## config.mk

```make
export PLATFORM = sky130hd
export DESIGN_NAME = timer_prescaler_sel_flat
export DESIGN_NICKNAME = d
export VERILOG_FILES = /design/src/rtl/timer_prescaler_sel_if.sv /design/src/rtl/timer_prescaler_sel.sv /design/src/flat_wrapper.sv
export SDC_FILE = /design/constraint.sdc
export NUM_CORES = 1
export LEC_CHECK = 0
export CAP_MARGIN = 40
export CELL_PAD_IN_SITES_DETAIL_PLACEMENT = 1
export CELL_PAD_IN_SITES_GLOBAL_PLACEMENT = 2
export CORE_UTILIZATION = 24
export CTS_CLUSTER_SIZE = 20
export DETAILED_ROUTE_END_ITERATION = 6
export GPL_TIMING_DRIVEN = 1
export PLACE_DENSITY = 0.73
export SETUP_SLACK_MARGIN = 0.5
export SYNTH_ARGS = -nofsm -noshare
export SYNTH_HDL_FRONTEND = slang
export SYNTH_SLANG_ARGS = --single-unit
```

## constraint.sdc

```tcl
create_clock -name clock -period 1.83 [get_ports clock]
set_clock_uncertainty 0.15 [all_clocks]
set_input_delay 0.183 -clock clock [delete_from_list [all_inputs] [get_ports clock]]
set_output_delay 0.183 -clock clock [all_outputs]
set_load 0.01 [all_outputs]
```

## src/rtl/timer_prescaler_sel_if.sv

```systemverilog
// Control and status bundle between a timer core and its clock prescaler/selector.
// The timer side drives the master modport; the prescaler implements the slave.
interface timer_prescaler_sel_if #(
    parameter int unsigned CTR_WIDTH = 10
);
    logic                 enable;
    logic                 psr;
    logic [2:0]           cs;
    logic                 ext_clk;
    logic                 tick;
    logic                 tap8;
    logic                 tap64;
    logic                 tap256;
    logic                 tap1024;
    logic                 ovf;
    logic [CTR_WIDTH-1:0] cnt;

    modport master (
        output enable, psr, cs, ext_clk,
        input  tick, tap8, tap64, tap256, tap1024, ovf, cnt
    );

    modport slave (
        input  enable, psr, cs, ext_clk,
        output tick, tap8, tap64, tap256, tap1024, ovf, cnt
    );
endinterface

```

## src/rtl/timer_prescaler_sel.sv

```systemverilog
// Shared timer prescaler: free-running divider with /8../1024 taps and a wrap pulse,
// plus a clock-select mux that also offers a synchronised external clock edge.
module timer_prescaler_sel #(
    parameter int unsigned CTR_WIDTH   = 10,
    parameter int unsigned SYNC_STAGES = 2
) (
    input  logic                  clock,
    input  logic                  reset_n,
    timer_prescaler_sel_if.slave  bus
);

    localparam int unsigned ARM_CYCLES = SYNC_STAGES + 1;
    localparam int unsigned ARM_W      = $clog2(ARM_CYCLES + 1);

    localparam logic [2:0] CS_STOP = 3'd0;
    localparam logic [2:0] CS_DIV1 = 3'd1;
    localparam logic [2:0] CS_D8   = 3'd2;
    localparam logic [2:0] CS_D64  = 3'd3;
    localparam logic [2:0] CS_D256 = 3'd4;
    localparam logic [2:0] CS_D1K  = 3'd5;
    localparam logic [2:0] CS_FALL = 3'd6;
    localparam logic [2:0] CS_RISE = 3'd7;

    logic [CTR_WIDTH-1:0]   cnt_q,     cnt_d;
    logic                   tap8_q,    tap8_d;
    logic                   tap64_q,   tap64_d;
    logic                   tap256_q,  tap256_d;
    logic                   tap1024_q, tap1024_d;
    logic                   ovf_q,     ovf_d;
    logic                   en_q,      en_d;

    logic [SYNC_STAGES-1:0] sync_q,    sync_d;
    logic                   prev_q,    prev_d;
    logic                   rise_q,    rise_d;
    logic                   fall_q,    fall_d;
    logic [ARM_W-1:0]       arm_cnt_q, arm_cnt_d;
    logic                   arm_q,     arm_d;

    logic                   advance;
    logic                   ext_s;
    logic                   tick_c;

    assign advance = bus.enable & ~bus.psr;
    assign ext_s   = sync_q[SYNC_STAGES-1];

    // Divider: psr clears and wins over enable; enable low freezes the count.
    always_comb begin
        cnt_d = cnt_q;
        if (bus.psr) begin
            cnt_d = '0;
        end else if (bus.enable) begin
            cnt_d = cnt_q + CTR_WIDTH'(1);
        end
    end

    // Taps fire on the cycle after the low bits saturate, only while advancing.
    always_comb begin
        tap8_d    = advance & (&cnt_q[2:0]);
        tap64_d   = advance & (&cnt_q[5:0]);
        tap256_d  = advance & (&cnt_q[7:0]);
        tap1024_d = advance & (&cnt_q[9:0]);
        ovf_d     = advance & (&cnt_q);
        en_d      = advance;
    end

    // Arm only once the synchroniser holds real pin samples, hiding the reset-release edge.
    always_comb begin
        arm_cnt_d = arm_cnt_q;
        arm_d     = arm_q;
        if (!arm_q) begin
            arm_cnt_d = arm_cnt_q + ARM_W'(1);
            arm_d     = (arm_cnt_q == ARM_W'(SYNC_STAGES));
        end
    end

    always_comb begin
        sync_d = {sync_q[SYNC_STAGES-2:0], bus.ext_clk};
        prev_d = ext_s;
        rise_d = arm_q & bus.enable & ext_s & ~prev_q;
        fall_d = arm_q & bus.enable & ~ext_s & prev_q;
    end

    always_ff @(posedge clock or negedge reset_n) begin
        if (!reset_n) begin
            cnt_q     <= '0;
            tap8_q    <= 1'b0;
            tap64_q   <= 1'b0;
            tap256_q  <= 1'b0;
            tap1024_q <= 1'b0;
            ovf_q     <= 1'b0;
            en_q      <= 1'b0;
            sync_q    <= '0;
            prev_q    <= 1'b0;
            rise_q    <= 1'b0;
            fall_q    <= 1'b0;
            arm_cnt_q <= '0;
            arm_q     <= 1'b0;
        end else begin
            cnt_q     <= cnt_d;
            tap8_q    <= tap8_d;
            tap64_q   <= tap64_d;
            tap256_q  <= tap256_d;
            tap1024_q <= tap1024_d;
            ovf_q     <= ovf_d;
            en_q      <= en_d;
            sync_q    <= sync_d;
            prev_q    <= prev_d;
            rise_q    <= rise_d;
            fall_q    <= fall_d;
            arm_cnt_q <= arm_cnt_d;
            arm_q     <= arm_d;
        end
    end

    // Select is combinational over registered sources so a cs change acts immediately.
    always_comb begin
        tick_c = 1'b0;
        unique case (bus.cs)
            CS_STOP: tick_c = 1'b0;
            CS_DIV1: tick_c = en_q;
            CS_D8:   tick_c = tap8_q;
            CS_D64:  tick_c = tap64_q;
            CS_D256: tick_c = tap256_q;
            CS_D1K:  tick_c = tap1024_q;
            CS_FALL: tick_c = fall_q;
            CS_RISE: tick_c = rise_q;
            default: tick_c = 1'b0;
        endcase
    end

    assign bus.tick    = tick_c;
    assign bus.tap8    = tap8_q;
    assign bus.tap64   = tap64_q;
    assign bus.tap256  = tap256_q;
    assign bus.tap1024 = tap1024_q;
    assign bus.ovf     = ovf_q;
    assign bus.cnt     = cnt_q;

endmodule

```

## src/flat_wrapper.sv

```systemverilog
// flat-port wrapper written by rule: the top's interface ports become plain ports
module timer_prescaler_sel_flat 
#(
    parameter int unsigned CTR_WIDTH   = 10,
    parameter int unsigned SYNC_STAGES = 2
)
  (clock, reset_n, bus_enable, bus_psr, bus_cs, bus_ext_clk, bus_tick, bus_tap8, bus_tap64, bus_tap256, bus_tap1024, bus_ovf, bus_cnt);
  timer_prescaler_sel_if #(.CTR_WIDTH(CTR_WIDTH)) bus_i ();
  input  logic clock;
  input  logic reset_n;
  input wire logic [$bits(bus_i.enable)-1:0] bus_enable;
  input wire logic [$bits(bus_i.psr)-1:0] bus_psr;
  input wire logic [$bits(bus_i.cs)-1:0] bus_cs;
  input wire logic [$bits(bus_i.ext_clk)-1:0] bus_ext_clk;
  output wire logic [$bits(bus_i.tick)-1:0] bus_tick;
  output wire logic [$bits(bus_i.tap8)-1:0] bus_tap8;
  output wire logic [$bits(bus_i.tap64)-1:0] bus_tap64;
  output wire logic [$bits(bus_i.tap256)-1:0] bus_tap256;
  output wire logic [$bits(bus_i.tap1024)-1:0] bus_tap1024;
  output wire logic [$bits(bus_i.ovf)-1:0] bus_ovf;
  output wire logic [$bits(bus_i.cnt)-1:0] bus_cnt;
  assign bus_i.enable = bus_enable;
  assign bus_i.psr = bus_psr;
  assign bus_i.cs = bus_cs;
  assign bus_i.ext_clk = bus_ext_clk;
  assign bus_tick = bus_i.tick;
  assign bus_tap8 = bus_i.tap8;
  assign bus_tap64 = bus_i.tap64;
  assign bus_tap256 = bus_i.tap256;
  assign bus_tap1024 = bus_i.tap1024;
  assign bus_ovf = bus_i.ovf;
  assign bus_cnt = bus_i.cnt;
  timer_prescaler_sel #(.CTR_WIDTH(CTR_WIDTH), .SYNC_STAGES(SYNC_STAGES)) u_core (.clock(clock), .reset_n(reset_n), .bus(bus_i));
endmodule
```

---- After elaboration in Yosys (flattened, before gate mapping) ----
Cells that the tools add are included.
word-level totals
  memories ................................ 0
  logic and storage cells ................. 45
  output and inout bits ................... 16
  memory bits (writable) .................. 0
  input port bits ......................... 8
  bits in latches ......................... 0
  memory bits (read-only) ................. 0
  register bits ........................... 23
cells by class
  add/subtract/negate cells ............... 2
  reduce and logical (&&, ||, !) cells .... 6
  bitwise gates (word level) .............. 13
  equality and inequality tests ........... 8
  $mul .................................... 0
  div/mod/pow operators ................... 0
  mux-type cells .......................... 4
  magnitude comparators ................... 0
  shift operators ......................... 0
operator list
  kind                                                             count
  10-bit two-way mux                                               2
  3-bit == test, second input constant                             4
  10-bit by 1-bit adder with 10-bit output, second input constant  1
  1-bit bitwise AND                                                10
  10-bit AND reduction                                             1
  1-bit case mux with 8 select lines                               1
  8-bit AND reduction                                              1
  3-bit by 2-bit == test with 1-bit output, second input constant  2
  6-bit AND reduction                                              1
  3-bit by 1-bit == test with 1-bit output, second input constant  1
  3-bit zero test                                                  1
  1-bit NOT                                                        3
  3-bit AND reduction                                              1
  2-bit by 1-bit adder with 2-bit output, second input constant    1
  2-bit == test, second input constant                             1
  2-bit nonzero test                                               1
  1-bit two-way mux                                                1

---- Logic depth before layout (Yosys ltp) ----
Gate-level depths: netlist of run 1.
  depth in word-level cells ............... 3
  gate-level depth with buffers ........... 4
  gate-level depth less buffers ........... 4

---- Worst setup path after synthesis of run 1 ----
No wires, ideal clock.
  kind .................................... register to register
  start point ............................. reg u_core.cnt_q[0], in the netlist u_core.bus.cnt[0]
  end point ............................... reg u_core.cnt_q[8], in the netlist u_core.bus.cnt[8]
  data arrival time ....................... 1.338 ns
  period minus slack after synthesis ...... 1.566 ns
  setup time .............................. 0.078 ns
  data required time ...................... 1.602 ns
  path buffers ............................ 0
  cell stages (with the launch flop) ...... 5
  slack ................................... 0.264 ns
  cells stage by stage .................... dfrtp_1 ha_1 nand4_2 or3_1 a21oi_1
on the way
  longest elaborated chain between the ends .. 3
ends and longest elaborated chain
  what                                      line                       RTL
  start: declaration                        timer_prescaler_sel.sv:24  logic [CTR_WIDTH-1:0] cnt_q, cnt_d;
  start signal: assignment                  timer_prescaler_sel.sv:99  cnt_q <= cnt_d;
  10-bit by 1-bit adder with 10-bit output  timer_prescaler_sel.sv:52  cnt_d = cnt_q + CTR_WIDTH'(1);
  10-bit two-way mux                        timer_prescaler_sel.sv:51  end else if (bus.enable) begin
  10-bit two-way mux                        timer_prescaler_sel.sv:49  if (bus.psr) begin
No other way between the ends. The select of a mux whose other input is x is not followed.
A chain may end at the register's enable or synchronous reset.

---- Worst setup path in the final report of run 1 ----
  start point ............................. reg u_core.tap1024_q, in the netlist u_core.bus.tap1024
  end point ............................... out bus_tick
on the way
  longest elaborated chain between the ends .. 1
ends and longest elaborated chain
  what                                line                        RTL
  start: declaration                  timer_prescaler_sel.sv:28   logic tap1024_q, tap1024_d;
  start signal: assignment            timer_prescaler_sel.sv:103  tap1024_q <= tap1024_d;
  1-bit case mux with 8 select lines  timer_prescaler_sel.sv:118  unique case (bus.cs)
  end: declaration                    flat_wrapper.sv:15          output wire logic [$bits(bus_i.tick)-1:0] bus_tick;
No other way between the ends.

==> results.md, run 1 <==
- I/O Buffers: 23
- Share of cells above drive strength 1: 0.4853
- Cell count of the worst reg-to-reg path: 5
- DP Wirelength: 1.735 mm
- RSZ-0062 raised after global routing: yes
- Slew @ Worst Pin: 0.4703 ns
- Critical path type: reg2out
- Latest clock arrival within the worst-skew pair: 0.26 ns
- Final hold slack: 0.1287 ns
- Fill count: 433
- Avg Inst Size Synth: 11.72 um2
- Final cell count without fillers: 186
- Die height: 66.42 um
- Top post-synthesis cells by area: dfrtp_1 (58%), mux2i_1 (4.0%), ha_1 (3.8%)
- R2R Setup Slk: 0.36 ns
- Critical path peak fanout: 3
- GPL Wtd Cong: 0.7944
- Final hold vios: 0
- WP data required: 1.50 ns
- Critical Path AT: 1.44 ns
- H-tree depth: 1
- Total global-route track usage: 0.1270
- Grt ovf: 0
- Final WL: 2.645 mm
- Mapped Cells: 85
- Crit-path slowest cell: mux4_2
- Synth top area share: 0.5779
- Cts bufs inserted: 3
- Core Area: 4000 um2
- Worst Setup Start Kind: flop
- P per Cell Area: 561.0 nW/um2
- Period utilization: 0.9682
- Multi-input gate area: 524.3 um2
- CTS clock-pin slew for the worst setup and hold paths: 0.08 ns
- First-pass DRT Iterations: 3
- Layout area overhead: 65.45%
- DRC: 0
- CP endpoint kind: output pin
- CTS Root Cell: clkbuf_8
- Synth unique cells: 29
- Post-synthesis sequential area ratio: 0.5779
- Placed cell count: 162
- Max incr delay on CP: 0.47 ns
- Via density per instance: 4.581
- Status: completed
- Die Wd: 66.42 um
- Number of top-level pins: 24
- Vias in the first global route: 908
- Initial antenna violation count: 0
- Synth Register Bits: 23
- Post-synth top area cell: dfrtp_1
- Max-Cap Viols: 0
- Die area: 4412 um2
- Via count: 852
- WL/cell: 14.22 um
- Nets@finish: 148
- Mapped Area: 996.0 um2
- Headroom to the max-slew limit: 0.6860
- Maximum clock rate: 564.4 MHz
- Final Max Tran Viols: 0
- Initial Util: 0.2490
- Rows: 23
- Tmin final: 1.772 ns
- 1st-iter DRT viols: 16
- Largest net degree at the start of global routing: 24
- Hold Crit Class: in2async
- Net Count, Synth: 96
- P_leak: 0.7960 nW
- CTS tree: yes
- Final setup vio count: 0
- First-pass GRT wire length: 4.181 mm
- Setup TNS: 0 ns
- Utilization after layout: 0.4119
- Register Area: 583.1 um2
- Clock Sinks: 23
- ANT nets after route: 0
- Max VDD drop: 0.3529 mV
- Synth warnings: 0
- Clock Tree Buf Depth: 2
- Cell breakdown of the critical path: mux4_2 -> a21o_1 -> buf_2
- # diodes: 0
## path summary, 6_finish.rpt
kind | startpoint | end
worst max-delay path | u_core.bus.tap1024 | bus_tick
worst min-delay path | reset_n | u_core.bus.cnt[1]
worst max register to register | u_core.bus.cnt[3] | u_core.bus.cnt[8]
worst min register to register | u_core.sync_q[0] | u_core.sync_q[1]
max in group asynchronous | reset_n | u_core.bus.cnt[2]
min in group clock | bus_enable | u_core.bus.cnt[0]
## sequential cells by signal, indices dropped and copies added (netlist names)
register,count
u_core.rise_q,1
u_core.en_q,1
u_core.bus.tap64,1
u_core.prev_q,1
u_core.sync_q,2
u_core.bus.tap8,1
u_core.bus.tap256,1
u_core.arm_q,1
u_core.bus.tap1024,1
u_core.fall_q,1
u_core.bus.cnt,10
u_core.arm_cnt_q,2
## report_power, final
part	internal [mW]	total (mW)	switching, mW
Sequential	0.519	0.533	0.0133
Clock	0.155	0.305	0.150
Combinational	0.0419	0.0870	0.0451
Total	0.716	0.924	0.208
## repair_timing
item / CTS / global route
endpoints found under the setup margin: 26 / 18
hold endpoints to repair: 0 / 0
setup buffers: 13 / 7
resized for setup: 44 / 32
pin swaps: 12 / 9
hold buffers: 0 / 0
## cell usage after synthesis (all sizes together)
master / n
clkbuf: 1
or2: 1
or4: 2
inv: 4
ha: 3
o31ai: 2
nand2: 5
mux2i: 4
xnor2: 3
nor3: 2
xor2: 1
o21ai: 2
buf: 2
nand3: 2
nor4: 2
nand4: 4
nor3b: 2
nor2b: 2
a211oi: 1
or3: 2
nor2: 6
a21o: 1
dfrtp: 23
mux4: 1
and2: 1
mux2: 1
a21oi: 5
## area by class of cell
type,count,area share
Sequential cell,23,0.3538
Timing Repair Buffer,50,0.2536
Multi-Input combinational cell,55,0.3181
Clock buffer,4,0.02733
Inverter,4,0.009112
Tap cell,50,0.03797
## per-layer routing
layer / share of wire / global-route usage / up-vias
met1: 0.43 / 0.1592 / 433
met4: 0 / 0.02394 / 0
met5: 0 / 0 / -
met2: 0.53 / 0.2270 / 18
met3: 0.042 / 0.02241 / 0
li1: - / - / 401
## kinds of logic (layout without fill, tap and decap cells)
group / count (synthesis) / after routing / synth area share
compound gates: 11 / 11 / 0.06532
flops: 23 / 23 / 0.5779
xor+xnor: 4 / 4 / 0.03518
buf+inv: 7 / 58 / 0.03391
simple gates: 31 / 31 / 0.1759
mux: 6 / 6 / 0.07412
fa+ha+maj: 3 / 3 / 0.03769
## per-stage QoR
| step | total power, mW | area, um2 | setup slack [ns] |
|---|---|---|---|
| after CTS | 0.9383 | 1526 | 0.02204 |
| after detailed placement | 0.6273 | 1361 | -0.3869 |
| after global placement | 0.6235 | 1361 | -0.3366 |
| after floorplan | 0.5721 | 1035 | 0.3446 |
| final | 0.9244 | 1648 | 0.05812 |
| after global routing | 0.9783 | 1648 | 0.004761 |
## critical path: cells and delay by family (launching register included)
family / cells / cell delay, ns
flip-flops: 1 / 0.41
buffers and inverters: 1 / 0.13
multiplexers: 1 / 0.47
AO/OA/AOI/OAI: 1 / 0.18
## cells in the final DEF (no fill, tap or decap), types with 3 or more instances in the layout
cell type	count
dfrtp_2	6
inv_1	3
clkdlybuf4s50_1	4
clkbuf_8	3
dlygate4sd2_1	8
buf_6	10
nand4_1	3
a21oi_2	3
dfrtp_1	17
buf_2	3
nor2_1	6
mux2i_1	4
xnor2_1	3
buf_4	17
clkbuf_2	6
Power figures use the tool's default switching activity.
==> run 2, diff against run 1 <==
--- a/config.mk
+++ b/config.mk
@@ -8,11 +8,12 @@
 export CAP_MARGIN = 40
 export CELL_PAD_IN_SITES_DETAIL_PLACEMENT = 1
 export CELL_PAD_IN_SITES_GLOBAL_PLACEMENT = 2
+export CORE_ASPECT_RATIO = 1.75
 export CORE_UTILIZATION = 24
 export CTS_CLUSTER_SIZE = 20
 export DETAILED_ROUTE_END_ITERATION = 6
 export GPL_TIMING_DRIVEN = 1
-export PLACE_DENSITY = 0.73
+export PLACE_DENSITY_LB_ADDON = 0.1
 export SETUP_SLACK_MARGIN = 0.5
 export SYNTH_ARGS = -nofsm -noshare
 export SYNTH_HDL_FRONTEND = slang
==> run 2 against run 1 <==
  * Cell count up 1.1%
  * Design area grew 1.7%
  * Combinational power grew 52%
  * Register-to-register slack worse by 0.08 ns
  * Global-route usage is 0.80 points higher
  * Power increased by 5.7%
  * Die area increased by 0.23%
  * Critical path type unchanged
==> results.md, run 2 (synthesized netlist as in run 1, its figures left out) <==
- CTS tree: yes
- Maximum clock rate: 575.0 MHz
- Placed Area: 1366 um2
- Register Area: 581.8 um2
- Reg2Reg Capture Point: u_core.bus.cnt[7]
- DRC: 0
- I/O Buffers: 23
- Critical path peak fanout: 2
- RSZ-0062 raised after global routing: yes
- Most frequent cells in the layout: buf_4 (20), dfrtp_1 (18), buf_6 (12)
- Via count: 864
- WL/cell: 15.41 um
- Cts bufs inserted: 3
- Max-Cap Viols: 0
- Via density per instance: 4.596
- P per Cell Area: 582.9 nW/um2
- Headroom to the max-slew limit: 0.7278
- WP data required: 1.50 ns
- Period utilization: 0.9504
- Buf/Inv on CP: 1
- First-pass DRT Iterations: 2
- Final hold vios: 0
- Critical Path AT: 1.41 ns
- Clock Sinks: 23
- Max incr delay on CP: 0.45 ns
- Final Max Tran Viols: 0
- CTS clock-pin slew for the worst setup and hold paths: 0.09 ns
- CP endpoint kind: output pin
- # diodes: 0
- Number of top-level pins: 24
- Vias in the first global route: 911
- Die Wd: 50.70 um
- Max VDD drop: 0.2891 mV
- Status: completed
- Final worst setup slack: 0.09081 ns
- Share of cells above drive strength 1: 0.5071
- Die height: 87.22 um
- R2R Setup Slk: 0.28 ns
- DP Wirelength: 1.738 mm
- Multi-input gate area: 504.2 um2
- Clock Tree Buf Depth: 2
- Cell breakdown of the critical path: mux4_2 -> a21o_1 -> buf_2
- Crit-path slowest cell: mux4_2
- Initial antenna violation count: 0
- Critical path type: reg2out
- Core Area: 3941 um2
- First-pass GRT wire length: 4.409 mm
- GPL Wtd Cong: 0.6820
- 1st-iter DRT viols: 8
- Grt ovf: 0
- Final hold slack: 0.1300 ns
- Slew @ Worst Pin: 0.4077 ns
- Fin area: 1677 um2
- Crit-path leading delay family: multiplexers
- Pwr Total: 0.9773 mW
- Nets@finish: 152
- RR Startpoint: u_core.bus.cnt[6]
- Layout area overhead: 68.34%
- Most common cell after layout, fill and taps aside: buf_4
- Worst Setup Start Kind: flop
- Rows: 30
- Total global-route track usage: 0.1350
- Fill count: 455
- Final setup vio count: 0
- Initial Util: 0.2527
- CTS Root Cell: clkbuf_8
- Largest net degree at the start of global routing: 24
- Die area: 4422 um2
- P_leak: 0.8041 nW
- Latest clock arrival within the worst-skew pair: 0.26 ns
- ANT nets after route: 0
- Cell count of the worst reg-to-reg path: 5
- H-tree depth: 1
- Max FFs per register: 10
- Post-place setup slack: -0.3720 ns
- Hold Crit Class: in2async
- Final WL: 2.897 mm
- Tmin final: 1.739 ns
-- run 2: cell types whose count changed in the layout (fill, tap and decap cells not counted), sizes merged --
cell	change
clkbuf	-3
buf	+8
dlygate4sd2	-2
clkdlybuf4s15	+1
-- run 2: report_power, final --
group,switching [mW],internal (mW),total (mW)
clock,0.163,0.155,0.319
sequential,0.00748,0.519,0.527
combinational,0.0595,0.0724,0.132
total,0.230,0.747,0.977
-- run 2: how the worst max path moves through the flow --
stage / start / to / slack (ns) / cells past startpoint
detailed placement: bus_cs[0] / bus_tick / -0.37 / 4
floorplan: u_core.bus.cnt[5] / u_core.bus.cnt[9] / 0.34 / 3
global placement: bus_cs[0] / bus_tick / -0.33 / 4
global route: u_core.bus.tap1024 / bus_tick / 0.05 / 3
finish: u_core.bus.tap1024 / bus_tick / 0.09 / 3
CTS: u_core.bus.tap256 / bus_tick / 0.07 / 3
-- run 2: routing by layer --
layer,wire (um),part of all wire,vias to the layer above,track usage
met3,102,0.035,4,0.02443
met2,1618,0.56,20,0.2485
met5,0,0,-,0
li1,-,-,411,-
met4,57,0.020,0,0.04545
met1,1118,0.39,429,0.1522
-- run 2: repair_timing --
| action | CTS | global route |
|---|---|---|
| endpoints found under the hold margin | 0 | 0 |
| hold buffers | 0 | 0 |
| pin swaps | 7 | 5 |
| gates resized for setup | 49 | 31 |
| setup buffers | 18 | 5 |
| setup endpoints to repair | 26 | 20 |
-- run 2: per-stage QoR --
stage	utilization	TNS (ns)	instances
detailed placement	0.3467	-0.3720	161
floorplan	-	0	85
global route	0.4254	0	188
global placement	0.3467	-0.3329	161
finish	0.4254	0	188
CTS	0.3930	0	183
-- run 2: cell type report --
class                      count  area share
sequential                    23      0.3470
multi-input combinational     55      0.3007
timing repair buffer          54      0.2806
tap                           48     0.03582
clock buffer                   4     0.02687
inverter                       4    0.008955
==> run 3, diff against run 2 <==
--- a/config.mk
+++ b/config.mk
@@ -5,15 +5,15 @@
 export SDC_FILE = /design/constraint.sdc
 export NUM_CORES = 1
 export LEC_CHECK = 0
-export CAP_MARGIN = 40
+export CAP_MARGIN = 15
 export CELL_PAD_IN_SITES_DETAIL_PLACEMENT = 1
 export CELL_PAD_IN_SITES_GLOBAL_PLACEMENT = 2
-export CORE_ASPECT_RATIO = 1.75
+export CORE_ASPECT_RATIO = 0.7
 export CORE_UTILIZATION = 24
 export CTS_CLUSTER_SIZE = 20
 export DETAILED_ROUTE_END_ITERATION = 6
 export GPL_TIMING_DRIVEN = 1
-export PLACE_DENSITY_LB_ADDON = 0.1
+export PLACE_DENSITY = 0.66
 export SETUP_SLACK_MARGIN = 0.5
 export SYNTH_ARGS = -nofsm -noshare
 export SYNTH_HDL_FRONTEND = slang
==> run 3 against run 2 <==
  * The run now ends with DRC left
  * Sequential share of layout area is 0.78 points lower
  * Die area fell by 0.14%
  * Critical path depth unchanged
  * Core utilization rose by 0.83 points
  * Worst hold slack improved by 0.0056 ns
  * Via count rose by 3.0%
  * Global-route usage rose by 1.3 points
  * Non-clock buffer count up 3
  * Count of clock-buffer cells in the layout did not move
  * Power is 0.39% lower
  * Sequential power about the same
  * Design area increased by 2.1%
==> results.md, run 3 (synthesized netlist as in run 1, its figures left out) <==
- Status: finished with violations
- Failing checks: DRC
- Most common cell after layout, fill and taps aside: buf_4
- Die area: 4415 um2
- Slew @ Worst Pin: 0.3184 ns
- Rows: 19
- Total global-route track usage: 0.1481
- Period utilization: 0.9732
- Pwr Total: 0.9735 mW
- Final Max Tran Viols: 0
- Clock power share: 0.333
- Headroom to the max-slew limit: 0.7878
- Sequential Power Share: 0.543
- RSZ-0062 raised after global routing: yes
- Critical path peak fanout: 3
- Via count: 890
- Final hold slack: 0.1356 ns
- Layout area overhead: 71.86%
- Final cell count without fillers: 195
- CTS Root Cell: clkbuf_8
- Critical Path AT: 1.45 ns
- Vias in the first global route: 982
- Post-place setup slack: -0.3611 ns
- Final hold vios: 0
- Clock Sinks: 23
- Die height: 55.90 um
- CP endpoint kind: output pin
- P per Cell Area: 568.7 nW/um2
- Nets@finish: 155
- WL/cell: 15.58 um
- Die Wd: 79.00 um
- First-pass DRT Iterations: 6
- Max FFs per register: 10
- Net switching power figure: 0.2339 mW
- Max incr delay on CP: 0.47 ns
- Placed Area: 1356 um2
- P_leak: 0.8532 nW
- H-tree depth: 1
- Pint: 0.7396 mW
- Hold Crit Class: in2async
- Clock Tree Buf Depth: 2
- Largest net degree at the start of global routing: 24
- Hold-fix buffers, CTS: 0
- CTS clock-pin slew for the worst setup and hold paths: 0.08 ns
- GPL Wtd Cong: 0.6790
- Max VDD drop: 0.3155 mV
- Grt ovf: 0
- First-pass GRT wire length: 4.995 mm
- Initial antenna violation count: 0
- Max-Cap Viols: 0
- Logic pwr share: 0.124
- Final WL: 3.038 mm
- Cts bufs inserted: 3
- Number of top-level pins: 24
- Net Sw Frac: 0.2403
- Fin area: 1712 um2
- Cell breakdown of the critical path: mux4_2 -> a21o_1 -> buf_2
- Final setup vio count: 0
- Latest clock arrival within the worst-skew pair: 0.26 ns
- Utilization after layout: 0.4337
- Most frequent cells in the layout: buf_4 (24), dfrtp_1 (19), dlygate4sd2_1 (11), buf_6 (11), nor2_1 (6)
- WP data required: 1.50 ns
- Worst Setup Start Kind: flop
- DP Wirelength: 1.781 mm
- Critical path type: reg2out
- Placed cell count: 163
- Final worst setup slack: 0.04911 ns
- Setup TNS: 0 ns
- Via density per instance: 4.564
- Tmin final: 1.781 ns
- DRC: 2
- Crit-path slowest cell: mux4_2
- Core Area: 3946 um2
- Initial Util: 0.2524
- CTS tree: yes
- Share of cells above drive strength 1: 0.4545
- Maximum clock rate: 561.5 MHz
- # diodes: 0
- 1st-iter DRT viols: 34
- ANT nets after route: 0
- I/O Buffers: 23
==> run 3: cell count changes in the layout (fill, tap and decap cells not counted), sizes merged <==
cell	change
clkdlybuf4s50	+1
dlymetal6s2s	-1
clkbuf	-2
dlygate4sd2	+5
==> run 3: final timing paths <==
check	depth (start not counted)	start	endpoint	slack [ns]
min in group clock	1	bus_ext_clk	u_core.sync_q[0]	0.21
min reg2reg	0	u_core.sync_q[0]	u_core.sync_q[1]	0.21
max reg2reg	5	u_core.bus.cnt[6]	u_core.bus.cnt[9]	0.23
max	3	u_core.bus.tap1024	bus_tick	0.05
max in group asynchronous	2	reset_n	u_core.bus.cnt[2]	1.13
min	2	reset_n	u_core.bus.cnt[6]	0.14
==> run 3: what timing repair did <==
| action | in CTS | in global routing |
|---|---|---|
| buffers inserted | 21 | 7 |
| pin swaps | 6 | 10 |
| gates resized for setup | 33 | 31 |
| endpoints found under the setup margin | 24 | 17 |
==> run 3: final cells by class <==
type                            count  area, um2
Clock buffer                        4      45.04
Fill cell                         441       2235
Inverter                            4      15.01
Multi-Input combinational cell     55      515.5
Sequential cell                    23      580.6
Tap cell                           52      65.06
Timing Repair Buffer               57      490.5
==> run 3: worst max-delay path, delay by kind of cell, from the launching register on <==
kind | cells | cell delay, ns
mux | 1 | 0.47
flops | 1 | 0.41
compound gates | 1 | 0.17
buf+inv | 1 | 0.13
==> run 3: per-layer routing <==
| metal | global-route usage | vias up | part of all wire |
|---|---|---|---|
| met1 | 0.1881 | 453 | 0.44 |
| li1 | - | 417 | - |
| met3 | 0.03770 | 0 | 0.032 |
| met4 | 0.02597 | 0 | 0 |
| met5 | 0 | - | 0 |
| met2 | 0.2562 | 20 | 0.53 |
==> run 3: power by group through the flow <==
stage | registers [mW] | clock network [mW] | logic (mW)
5_1_grt | 0.531 | 0.349 | 0.131
4_1_cts | 0.527 | 0.328 | 0.104
3_3_place_gp | 0.542 | 0 | 0.0822
2_1_floorplan | 0.542 | 0 | 0.0299
6_report | 0.529 | 0.324 | 0.121
3_5_place_dp | 0.542 | 0 | 0.0838
